**config.mk**
```make
export PLATFORM = sky130hd
export DESIGN_NAME = sync_filt_edge
export DESIGN_NICKNAME = d
export VERILOG_FILES = /design/src/rtl/sync_filt_pkg.sv /design/src/rtl/sync_filt_ch.sv /design/src/rtl/sync_filt_edge.sv
export SDC_FILE = /design/constraint.sdc
export NUM_CORES = 1
export LEC_CHECK = 0
export ABC_CLOCK_PERIOD_IN_PS = 1100
export BUFFER_PORTS_ARGS = -buffer_cell sky130_fd_sc_hd__buf_4
export CAP_MARGIN = 20
export CORE_AREA = 2 2 51 53
export CTS_CLUSTER_DIAMETER = 150
export DETAILED_ROUTE_END_ITERATION = 6
export DIE_AREA = 0 0 53 55
export PLACE_DENSITY = 0.71
export SYNTH_ARGS = -nofsm -noshare
export SYNTH_HDL_FRONTEND = slang
export SYNTH_SLANG_ARGS = --single-unit
```
**constraint.sdc**
```tcl
create_clock -name clk_dst -period 1.1 [get_ports clk_dst]
set_clock_uncertainty 0.15 [all_clocks]
set_input_delay 0.11 -clock clk_dst [delete_from_list [all_inputs] [get_ports clk_dst]]
set_output_delay 0.11 -clock clk_dst [all_outputs]
set_load 0.02 [all_outputs]
```
**src/rtl/sync_filt_pkg.sv**
```systemverilog
// Shared constants and helpers for the sync_filt_edge block.
//   SYNC_DEPTH_MIN : shallowest synchroniser chain the block will elaborate.
//   cnt_width()    : stability-counter width for a given filter length.
package sync_filt_pkg;

  localparam int unsigned SYNC_DEPTH_MIN = 2;

  // max(1, $clog2(filt_cycles)); the counter only needs to reach filt_cycles-1.
  function automatic int unsigned cnt_width(input int unsigned filt_cycles);
    int unsigned w;
    w = 32'd1;
    if (filt_cycles > 32'd2) w = 32'($clog2(filt_cycles));
    return w;
  endfunction

endpackage

```
**src/rtl/sync_filt_ch.sv**
```systemverilog
// One channel: flop synchroniser chain, stability counter, debounced level
// and registered rise/fall pulses.
//   clk_i    : destination clock
//   rst_i    : synchronous active-high reset
//   async_i  : asynchronous level input
//   filt_o   : synchronised, debounced level
//   rise_o   : one-cycle pulse on filt_o 0->1
//   fall_o   : one-cycle pulse on filt_o 1->0
//   edge_c_o : combinational, high when a pulse is loaded at the next edge
module sync_filt_ch
  import sync_filt_pkg::*;
#(
  parameter int unsigned SYNC_DEPTH  = 2,
  parameter int unsigned FILT_CYCLES = 4,
  parameter logic        RST_VAL     = 1'b0
) (
  input  logic clk_i,
  input  logic rst_i,
  input  logic async_i,
  output logic filt_o,
  output logic rise_o,
  output logic fall_o,
  output logic edge_c_o
);

  localparam int unsigned          CNT_W   = cnt_width(FILT_CYCLES);
  localparam logic [CNT_W-1:0]     CNT_MAX = CNT_W'(FILT_CYCLES - 32'd1);

  logic [SYNC_DEPTH-1:0] sync_q;
  logic                  sync_val;
  logic [CNT_W-1:0]      cnt_q, cnt_d;
  logic                  filt_q, filt_d;
  logic                  rise_q, rise_d;
  logic                  fall_q, fall_d;

  assign sync_val = sync_q[SYNC_DEPTH-1];

  // Plain shift chain; nothing between stages.
  always_ff @(posedge clk_i) begin
    if (rst_i) sync_q <= {SYNC_DEPTH{RST_VAL}};
    else       sync_q <= {sync_q[SYNC_DEPTH-2:0], async_i};
  end

  // Any return to the current level clears the count, so only an unbroken
  // run of FILT_CYCLES differing samples moves the output.
  always_comb begin
    cnt_d  = cnt_q;
    filt_d = filt_q;
    rise_d = 1'b0;
    fall_d = 1'b0;
    if (sync_val == filt_q) begin
      cnt_d = '0;
    end else if (cnt_q == CNT_MAX) begin
      cnt_d  = '0;
      filt_d = sync_val;
      rise_d = sync_val;
      fall_d = ~sync_val;
    end else begin
      cnt_d = cnt_q + CNT_W'(1);
    end
  end

  always_ff @(posedge clk_i) begin
    if (rst_i) begin
      cnt_q  <= '0;
      filt_q <= RST_VAL;
      rise_q <= 1'b0;
      fall_q <= 1'b0;
    end else begin
      cnt_q  <= cnt_d;
      filt_q <= filt_d;
      rise_q <= rise_d;
      fall_q <= fall_d;
    end
  end

  assign filt_o   = filt_q;
  assign rise_o   = rise_q;
  assign fall_o   = fall_q;
  assign edge_c_o = rise_d | fall_d;

endmodule

```
**src/rtl/sync_filt_edge.sv**
```systemverilog
// Multi-channel synchroniser with glitch filter and edge pulses.
//   clk_dst    : destination clock (only clock)
//   rst_dst    : synchronous active-high reset
//   async_in   : NUM_CH asynchronous level inputs
//   filt_out   : synchronised, debounced levels
//   rise_pulse : one-cycle pulse per channel on filt_out 0->1
//   fall_pulse : one-cycle pulse per channel on filt_out 1->0
//   change_any : registered OR of all pulses, same cycle as the pulses
// Optional (SYNC_FILT_EDGE_STICKY_EN defined):
//   sticky_clr : per-channel clear of sticky_evt
//   sticky_evt : per-channel latched "an edge occurred", set wins over clear
module sync_filt_edge
  import sync_filt_pkg::*;
#(
  parameter int unsigned       NUM_CH      = 4,
  parameter int unsigned       SYNC_DEPTH  = 2,
  parameter int unsigned       FILT_CYCLES = 4,
  parameter logic [NUM_CH-1:0] RST_VAL     = '0
) (
  input  logic              clk_dst,
  input  logic              rst_dst,
  input  logic [NUM_CH-1:0] async_in,
  output logic [NUM_CH-1:0] filt_out,
  output logic [NUM_CH-1:0] rise_pulse,
  output logic [NUM_CH-1:0] fall_pulse,
  output logic              change_any
`ifdef SYNC_FILT_EDGE_STICKY_EN
  ,
  input  logic [NUM_CH-1:0] sticky_clr,
  output logic [NUM_CH-1:0] sticky_evt
`endif
);

  if (SYNC_DEPTH < SYNC_DEPTH_MIN) begin : g_bad_depth
    $error("sync_filt_edge: SYNC_DEPTH must be at least 2");
  end
  if (FILT_CYCLES < 1) begin : g_bad_filt
    $error("sync_filt_edge: FILT_CYCLES must be at least 1");
  end
  if (NUM_CH < 1) begin : g_bad_ch
    $error("sync_filt_edge: NUM_CH must be at least 1");
  end

  logic [NUM_CH-1:0] edge_c;
  logic              change_q, change_d;

  for (genvar i = 0; i < NUM_CH; i++) begin : g_ch
    sync_filt_ch #(
      .SYNC_DEPTH  (SYNC_DEPTH),
      .FILT_CYCLES (FILT_CYCLES),
      .RST_VAL     (RST_VAL[i])
    ) u_ch (
      .clk_i    (clk_dst),
      .rst_i    (rst_dst),
      .async_i  (async_in[i]),
      .filt_o   (filt_out[i]),
      .rise_o   (rise_pulse[i]),
      .fall_o   (fall_pulse[i]),
      .edge_c_o (edge_c[i])
    );
  end

  // Built from next-state pulses so it lines up with the pulse registers.
  assign change_d = |edge_c;

  always_ff @(posedge clk_dst) begin
    if (rst_dst) change_q <= 1'b0;
    else         change_q <= change_d;
  end

  assign change_any = change_q;

`ifdef SYNC_FILT_EDGE_STICKY_EN
  logic [NUM_CH-1:0] sticky_q, sticky_d;

  // A pulse in the same cycle as a clear keeps the bit set.
  assign sticky_d = (rise_pulse | fall_pulse) | (sticky_q & ~sticky_clr);

  always_ff @(posedge clk_dst) begin
    if (rst_dst) sticky_q <= '0;
    else         sticky_q <= sticky_d;
  end

  assign sticky_evt = sticky_q;
`endif

endmodule

```
==> results.py, run 1 <==
metrics = {
    "pwr": {
        "pwr_density_cell_nw_per_um2": 1161,
        "switchingPower_mw": 0.3807,
        "p_seq_frac": 0.598,
        "swShare": 0.2105,
        "p_clk_frac": 0.348,
        "power_frac_comb": 0.054,
        "vdd_drop_max_v": 0.0007881,
        "p_leak_nw": 0.6037,
        "p_int_mw": 1.428,
        "power_mw": 1.809,
    },
    "sta": {
        "slew_headroom": 0.7862,
        "setup_viol": 6,
        "setup_ws_ps": -52.81,
        "post-route-min-period_ps": 1153,
        "max_freq_ghz": 0.8674,
        "finalSetupTns_ps": -247.1,
        "tightest_slew_ps": 320.6,
        "rsz0062_at_grt": "yes",
        "slew_violations": 0,
        "hold_viol": 0,
        "finalCritPeriodShare": 1.048,
    },
    "global_route": {
        "grt_overflow_total": 0,
        "grt_max_degree": 24,
        "grt.total_usage": 0.1486,
        "grt_pass1_wl_mm": 2.994,
        "grt_pass1_vias": 707,
        "grt_antenna_before_repair": 0,
    },
    "finish": {
        "nNetsFinal": 127,
        "postLayoutCoreUtil": 0.6587,
        "mostFrequentLayoutCell": "buf_4",
        "final_cell_mix": "buf_4 (22), dfxtp_1 (16), dfxtp_2 (13), buf_6 (9), nor2b_1 (8)",
        "finalInstanceArea_um2": 1558,
        "areaGrowthSynthToFinish_pct": 41.96,
        "drive_above_1_share": 0.6410,
        "insertedDiodeCount": 0,
    },
    "synth": {
        "synth-compound-area-share": 0.01482,
        "synth_top_family_by_area": "simple AND/OR/NAND/NOR gates",
        "avgSynthCellArea_um2": 12.33,
        "synthAdderAreaFrac": 0.04561,
        "netlist_area_um2": 1097,
        "synth_nets": 99,
        "synth.distinct_cells": 17,
        "synth_seq_cells": 29,
        "synthCells": 89,
        "synth-xor-area-share": 0.03193,
        "synth_mux_area_frac": 0.03649,
        "synth_seq_area_share": 0.5291,
        "synth-simple-area-share": 0.2360,
        "yosys_warnings": 0,
    },
    "clocking": {
        "cts-root-buf": "clkbuf_4",
        "htree_levels": 2,
        "cts_tree": "built",
        "cts_made_buffers": 5,
        "clock_path_buffers": 2,
        "clkLatencyLatePin_ps": 310,
        "clock-sinks": 29,
        "clkSlewWorstSetupHoldPaths_ps": 80,
    },
    "placement": {
        "gp_congestion": 0.6560,
        "io_buffers": 18,
        "post-place-ws_ps": -116.7,
        "postPlaceCellArea_um2": 1206,
        "dpl.hpwl_mm": 1.000,
    },
    "worst_setup_path": {
        "cp.required_ps": 840,
        "critPathKind": "reg -> out",
        "cp-end-kind": "primary output",
        "start_kind": "register",
        "critPathArrivalTime_ps": 890,
        "path_max_fanout": 2,
    },
    "outcome": {
        "outcome": "finished, violations left",
        "violations": "negative setup slack",
    },
    "floorplanning": {
        "io_pins": 19,
        "die_h_um": 55,
        "core_um2": 2365,
        "die_w_um": 53,
        "initial_utilization": 0.4640,
        "rows": 18,
        "die-area_um2": 2915,
    },
    "min_path": {
        "min-delay-path-class": "in -> reg",
    },
    "detailed_routing": {
        "drt_iter0_drc": 6,
        "viasPerCell": 4.728,
        "antenna_left": 0,
        "dr.pass1.iters": 3,
        "drc": 0,
        "wl_mm": 1.841,
        "wl_per_cell_um": 12.52,
        "vias": 695,
    },
    "flow_run": {
        "maxCapViolCount": 0,
    },
}
## cells by family after synthesis
kind of cell    count (synthesis)
fa+ha+maj                       4
mux                             4
simple gates                   32
xor+xnor                        4
flops                          29
compound gates                  1
buf+inv                        15
## cell usage after synthesis
cell      count  share of area
a41oi_2       1          0.015
and4bb_2      6          0.068
buf_4        12          0.082
buf_6         2          0.021
clkbuf_1      1         0.0034
dfxtp_1      29           0.53
ha_1          4          0.046
mux2i_1       4          0.036
nand2b_1      3          0.017
nand2b_4      1          0.013
nor2_1        4          0.014
nor2b_1       8          0.046
nor4_1        4          0.023
nor4b_1       3          0.024
nor4b_2       1          0.014
nor4bb_1      2          0.018
xnor2_1       4          0.032
## flip-flops by register name, summed over array words and instances, names as in the netlist
signal	cells
g_ch.u_ch.fall_o	4
g_ch.u_ch.rise_o	4
change_any	1
g_ch.u_ch.cnt_q	8
g_ch.u_ch.filt_o	4
g_ch.u_ch.sync_q	8
## timing repair
item | in CTS | in global routing
hold endpoints to repair | 9 | 0
endpoints found under the setup margin | 22 | 19
buffers inserted | 5 | 1
resized for setup | 25 | 20
hold buffers | 5 | 0
pin swaps | 0 | 6
## final timing paths
| check | to | slack, ps | cells after the start | start |
|---|---|---|---|---|
| worst max-delay path | filt_out[2] | -50 | 2 | g_ch[2].u_ch.filt_o |
| worst min-delay path | g_ch[0].u_ch.sync_q[0] | 20 | 2 | rst_dst |
| worst max register to register | change_any | -30 | 3 | g_ch[2].u_ch.sync_q[1] |
| worst min register to register | g_ch[1].u_ch.sync_q[1] | 290 | 1 | g_ch[1].u_ch.sync_q[0] |
## power by group through the flow
stage	registers [mW]	clock network (mW)	logic (mW)
floorplan	1.10	0	0.0454
global placement	1.10	0	0.0622
detailed placement	1.10	0	0.0646
CTS	1.08	0.662	0.0838
global route	1.08	0.717	0.105
finish	1.08	0.630	0.0976
## worst max-delay path: stages (launching register included)
cell     delay [ps]
dfxtp_2         350
buf_6           120
buf_6           120
## metal layers
layer  wire length (um)  track usage  up-vias
met1                812       0.1560      320
met4                 36      0.09829        0
met2                910       0.2438       18
li1                   -            -      352
met3                 82      0.06452        5
met5                  0            0        -
## layout make-up
cell class                      instances  area [um2]
Tap cell                               30       37.54
Clock buffer                            7       55.05
Timing Repair Buffer                   36       319.1
Sequential cell                        29       596.8
Multi-Input combinational cell         45       549.3
Fill cell                             170       807.0
## metrics by stage
stage | instances | hold slack [ps]
after floorplan | 89 | 88.18
after global placement | 129 | 170.1
after detailed placement | 129 | 175.8
after CTS | 146 | -24.09
after global routing | 147 | 9.606
final | 147 | 16.90
Note: power is estimated with default switching activity, not from simulation.
==> run 2, diff against run 1 <==
--- a/config.mk
+++ b/config.mk
@@ -10,9 +10,11 @@
 export CAP_MARGIN = 20
 export CORE_AREA = 2 2 51 53
 export CTS_CLUSTER_DIAMETER = 150
+export CTS_CLUSTER_SIZE = 25
 export DETAILED_ROUTE_END_ITERATION = 6
 export DIE_AREA = 0 0 53 55
 export PLACE_DENSITY = 0.71
 export SYNTH_ARGS = -nofsm -noshare
 export SYNTH_HDL_FRONTEND = slang
 export SYNTH_SLANG_ARGS = --single-unit
+export TNS_END_PERCENT = 10
==> run 2 against run 1 <==
  * Register-to-register slack hardly changed
  * Utilization decreased by 4.8 points
  * Flip-flop and latch count did not move
  * The flow still finishes with violations (negative setup slack)
  * Clock power is 1% higher
  * Hold slack got worse by 11 ps
  * Setup slack worse by 4.7 ps
  * Die area unchanged
  * Global-route usage down 0.69 points
  * Sequential power about the same
  * Count of clock-buffer cells in the layout stayed put
  * Design area down 7.2%
==> results.py, run 2 (synthesized netlist as in run 1, its figures left out) <==
metrics = {
    "sta": {
        "slew_violations": 0,
        "setup_ws_ps": -57.51,
        "finalSetupTns_ps": -275.0,
        "setup_viol": 6,
        "hold_viol": 0,
        "finalCritPeriodShare": 1.052,
        "post-route-min-period_ps": 1158,
        "slew_headroom": 0.7963,
        "rsz0062_at_grt": "yes",
        "tightest_slew_ps": 305.6,
        "whs_ps": 5.420,
        "max_freq_ghz": 0.8639,
    },
    "floorplanning": {
        "die_w_um": 53,
        "die-area_um2": 2915,
        "initial_utilization": 0.4640,
        "io_pins": 19,
        "die_h_um": 55,
        "rows": 18,
        "core_um2": 2365,
    },
    "pwr": {
        "swShare": 0.2121,
        "power_mw": 1.800,
        "p_leak_nw": 0.5516,
        "p_clk_frac": 0.355,
        "vdd_drop_max_v": 0.0008661,
        "p_seq_frac": 0.600,
        "p_int_mw": 1.418,
        "power_frac_comb": 0.045,
        "switchingPower_mw": 0.3818,
        "pwr_density_cell_nw_per_um2": 1246,
    },
    "min_path": {
        "hp-start": "rst_dst",
        "min-delay-path-class": "in -> reg",
    },
    "placement": {
        "io_buffers": 18,
        "postPlaceCellArea_um2": 1206,
        "gp_congestion": 0.6560,
        "dpl.hpwl_mm": 1.000,
        "dp_cells": 129,
        "post-place-ws_ps": -116.7,
    },
    "detailed_routing": {
        "drt_iter0_drc": 3,
        "wl_mm": 1.668,
        "wl_per_cell_um": 11.75,
        "drc": 0,
        "antenna_left": 0,
        "dr.pass1.iters": 4,
        "viasPerCell": 4.754,
        "vias": 675,
    },
    "clocking": {
        "cts_tree": "built",
        "clkSlewWorstSetupHoldPaths_ps": 90,
        "cts_made_buffers": 5,
        "clkLatencyLatePin_ps": 320,
        "clock-sinks": 29,
        "clock_path_buffers": 2,
        "cts-root-buf": "clkbuf_4",
        "htree_levels": 2,
    },
    "global_route": {
        "grt_pass1_wl_mm": 2.815,
        "grt.total_usage": 0.1416,
        "grt_pass1_vias": 682,
        "grt_antenna_before_repair": 0,
        "grt_max_degree": 30,
        "grt_overflow_total": 0,
    },
    "finish": {
        "drive_above_1_share": 0.5268,
        "postLayoutCoreUtil": 0.6111,
        "nNetsFinal": 122,
        "fillers": 183,
        "mostFrequentLayoutCell": "dfxtp_1",
        "instances_no_fill": 142,
        "areaGrowthSynthToFinish_pct": 31.70,
        "final_cell_mix": "dfxtp_1 (22), buf_4 (19), nor2b_1 (8), buf_6 (8), dfxtp_2 (7)",
        "seqCellArea_um2": 589.3,
        "reg_top3": "g_ch.u_ch.cnt_q (8), g_ch.u_ch.sync_q (8)",
        "insertedDiodeCount": 0,
        "multi_input_area_um2": 490.5,
        "finalInstanceArea_um2": 1445,
    },
    "worst_setup_path": {
        "r2r_cells": 4,
        "path_max_fanout": 4,
        "cp-end-kind": "primary output",
        "critPathArrivalTime_ps": 900,
        "start_kind": "register",
        "r2r-start": "g_ch[0].u_ch.filt_o",
        "crit_end": "filt_out[2]",
        "critPathKind": "reg -> out",
        "critical_path.startpoint": "g_ch[2].u_ch.filt_o",
        "cp.required_ps": 840,
        "rrSetupSlack_ps": -40,
        "r2r-end": "change_any",
    },
    "outcome": {
        "violations": "negative setup slack",
        "outcome": "finished, violations left",
    },
    "flow_run": {
        "maxCapViolCount": 0,
    },
}
==> run 2: cell count changes in the layout (fill, tap and decap cells not counted), moves of 2 or more <==
cell,change
xnor2_1,+2
nor4_1,+2
dfxtp_1,+6
xnor2_2,-2
dfxtp_2,-6
buf_4,-3
nor4_2,-2
==> run 2: worst min path at each step <==
stage	endpoint	slack, ps	depth (start not counted)
2_1_floorplan	g_ch[0].u_ch.sync_q[0]	90	1
3_3_place_gp	g_ch[3].u_ch.sync_q[0]	170	2
3_5_place_dp	g_ch[0].u_ch.sync_q[0]	180	2
4_1_cts	g_ch[3].u_ch.filt_o	-9	2
5_1_grt	g_ch[1].u_ch.sync_q[1]	20	2
6_report	g_ch[3].u_ch.sync_q[0]	5	2
==> run 2: routing by layer <==
layer | global-route usage | share of wire | vias up
li1 | - | - | 342
met1 | 0.1409 | 0.42 | 311
met2 | 0.2354 | 0.50 | 16
met3 | 0.06452 | 0.051 | 6
met4 | 0.1026 | 0.032 | 0
met5 | 0 | 0 | -
==> run 2: layout make-up <==
class | count | area share
Tap cell | 30 | 0.02597
Multi-Input combinational cell | 45 | 0.3394
Timing Repair Buffer | 31 | 0.1887
Clock buffer | 7 | 0.03810
Sequential cell | 29 | 0.4078
==> run 2: power groups by stage <==
stage	clock network [mW]	registers (mW)	logic [mW]
after floorplan	0	1.10	0.0454
after global placement	0	1.10	0.0622
after detailed placement	0	1.10	0.0646
after CTS	0.662	1.08	0.0790
after global routing	0.703	1.08	0.0897
final	0.639	1.08	0.0815
==> run 2: repair_timing <==
action                                  CTS  global route
hold buffers                              4             0
buffers inserted                          2             0
endpoints found under the setup margin   22            14
gates resized for setup                  24             5
endpoints found under the hold margin    10             0
cloned                                    0             0
==> run 2: worst max-delay path, stage by stage, from the launching register on <==
cell,delay [ps]
dfxtp_2,350
buf_6,120
buf_6,120
==> run 3, diff against run 2 <==
--- a/config.mk
+++ b/config.mk
@@ -13,7 +13,7 @@
 export CTS_CLUSTER_SIZE = 25
 export DETAILED_ROUTE_END_ITERATION = 6
 export DIE_AREA = 0 0 53 55
-export PLACE_DENSITY = 0.71
+export PLACE_DENSITY_LB_ADDON = 0.08
 export SYNTH_ARGS = -nofsm -noshare
 export SYNTH_HDL_FRONTEND = slang
 export SYNTH_SLANG_ARGS = --single-unit
==> run 3 against run 2 <==
  * The flow finishes with violations (negative hold slack, negative setup slack)
  * Via count is 4.1% higher
  * Count of clock-buffer cells in the layout is 1 higher
  * Hold slack worse by 23 ps
  * Utilization is 5.2 points higher
  * Routed wire length is 8.8% higher
  * Sequential power hardly changed
  * Setup slack better by 0.76 ps
  * Combinational power is 24% higher
  * Critical endpoint is now filt_out[1]
  * Highest routed layer unchanged
==> results.py, run 3 (synthesized netlist as in run 1, its figures left out) <==
metrics = {
    "outcome": {
        "violations": "negative hold slack, negative setup slack",
        "outcome": "finished, violations left",
    },
    "pwr": {
        "pwr_density_cell_nw_per_um2": 1140,
        "power_mw": 1.789,
        "vdd_drop_max_v": 0.001206,
        "p_leak_nw": 0.6143,
    },
    "sta": {
        "whs_ps": -17.79,
        "slew_violations": 0,
        "tightest_slew_ps": 333.0,
        "max_freq_ghz": 0.8645,
        "post-route-min-period_ps": 1157,
        "slew_headroom": 0.7780,
        "rsz0062_at_grt": "yes",
        "setup_viol": 7,
        "finalSetupTns_ps": -288.3,
        "finalCritPeriodShare": 1.052,
        "hold_viol": 11,
        "setup_ws_ps": -56.74,
    },
    "clocking": {
        "cts_hold_buf": 6,
        "cts_made_buffers": 5,
        "clkLatencyLatePin_ps": 320,
        "htree_levels": 2,
        "cts-root-buf": "clkbuf_4",
        "cts_tree": "built",
        "clock-sinks": 29,
        "clkSlewWorstSetupHoldPaths_ps": 90,
        "clock_path_buffers": 2,
    },
    "finish": {
        "final_cell_mix": "buf_4 (20), dfxtp_1 (18), dfxtp_2 (11), buf_6 (11), nor2b_1 (8)",
        "postLayoutCoreUtil": 0.6635,
        "mostFrequentLayoutCell": "buf_4",
        "instances_no_fill": 149,
        "nNetsFinal": 128,
        "finalInstanceArea_um2": 1569,
        "areaGrowthSynthToFinish_pct": 42.99,
        "fillers": 189,
        "drive_above_1_share": 0.5882,
        "reg_top3": "g_ch.u_ch.cnt_q (8), g_ch.u_ch.sync_q (8)",
        "insertedDiodeCount": 0,
    },
    "global_route": {
        "grt_pass1_vias": 661,
        "grt_max_degree": 21,
        "grt.total_usage": 0.1428,
        "grt_antenna_before_repair": 0,
        "met1_usage": 0.1443,
        "grt_busiest_layer": "met2",
        "grt_pass1_wl_mm": 2.766,
        "grt_overflow_total": 0,
        "use_met3": 0.05645,
        "use_met2": 0.2417,
    },
    "placement": {
        "post-place-ws_ps": -97.29,
        "postPlaceCellArea_um2": 1214,
        "io_buffers": 18,
        "dpl.hpwl_mm": 1.014,
        "dp_cells": 130,
        "gp_congestion": 0.6135,
    },
    "detailed_routing": {
        "antenna_left": 0,
        "viasPerCell": 4.718,
        "drc": 0,
        "wl_per_cell_um": 12.17,
        "drt_iter0_drc": 4,
        "wl_mm": 1.814,
        "vias": 703,
        "dr.pass1.iters": 2,
    },
    "worst_setup_path": {
        "path_max_fanout": 2,
        "start_kind": "register",
        "critPathArrivalTime_ps": 900,
        "cp.required_ps": 840,
        "critPathKind": "reg -> out",
        "cp-end-kind": "primary output",
    },
    "floorplanning": {
        "core_um2": 2365,
        "io_pins": 19,
        "die-area_um2": 2915,
        "initial_utilization": 0.4640,
        "die_w_um": 53,
        "rows": 18,
        "die_h_um": 55,
    },
    "min_path": {
        "min-delay-path-class": "in -> reg",
    },
    "flow_run": {
        "maxCapViolCount": 0,
    },
}
-- run 3: changes by cell type in the layout (fill, tap and decap cells not counted), sizes merged --
cell,delta
dlygate4sd3,+1
buf,+4
clkbuf,+1
dlymetal6s4s,+1
-- run 3: path summary, 6_finish.rpt --
check / startpoint / depth (start not counted) / slack [ps] / end
worst min-delay path: rst_dst / 2 / -20 / g_ch[0].u_ch.cnt_q[0]
worst min register to register: g_ch[1].u_ch.cnt_q[0] / 1 / 290 / g_ch[1].u_ch.cnt_q[0]
worst max-delay path: g_ch[1].u_ch.filt_o / 2 / -60 / filt_out[1]
worst max register to register: g_ch[0].u_ch.filt_o / 4 / -30 / change_any
-- run 3: power by group --
group          internal (mW)  switching [mW]
Sequential              1.07          0.0153
Combinational         0.0647          0.0361
Clock                  0.254           0.350
-- run 3: timing repair --
action / in CTS / in global routing
endpoints found under the hold margin: 6 / 6
buffers inserted: 5 / 0
gates cloned: 0 / 0
gates resized for setup: 23 / 21
endpoints found under the setup margin: 21 / 20
pin swaps: 1 / 1
-- run 3: per-layer routing --
layer  vias up  part of all wire
met2        17              0.52
met1       325              0.42
li1        357                 -
met5         -                 0
met3         4             0.042
met4         0             0.024
-- run 3: worst max-delay path: stages, from the launching register on --
cell	delay [ps]
dfxtp_2	350
buf_6	110
buf_6	120
-- run 3: cell type report --
| cell class | count | area (um2) | share of cell area |
|---|---|---|---|
| Sequential cell | 29 | 594.3 | 0.3788 |
| Multi-Input combinational cell | 45 | 551.8 | 0.3517 |
| Timing Repair Buffer | 37 | 336.6 | 0.2145 |
| Tap cell | 30 | 37.54 | 0.02392 |
| Clock buffer | 8 | 48.80 | 0.03110 |
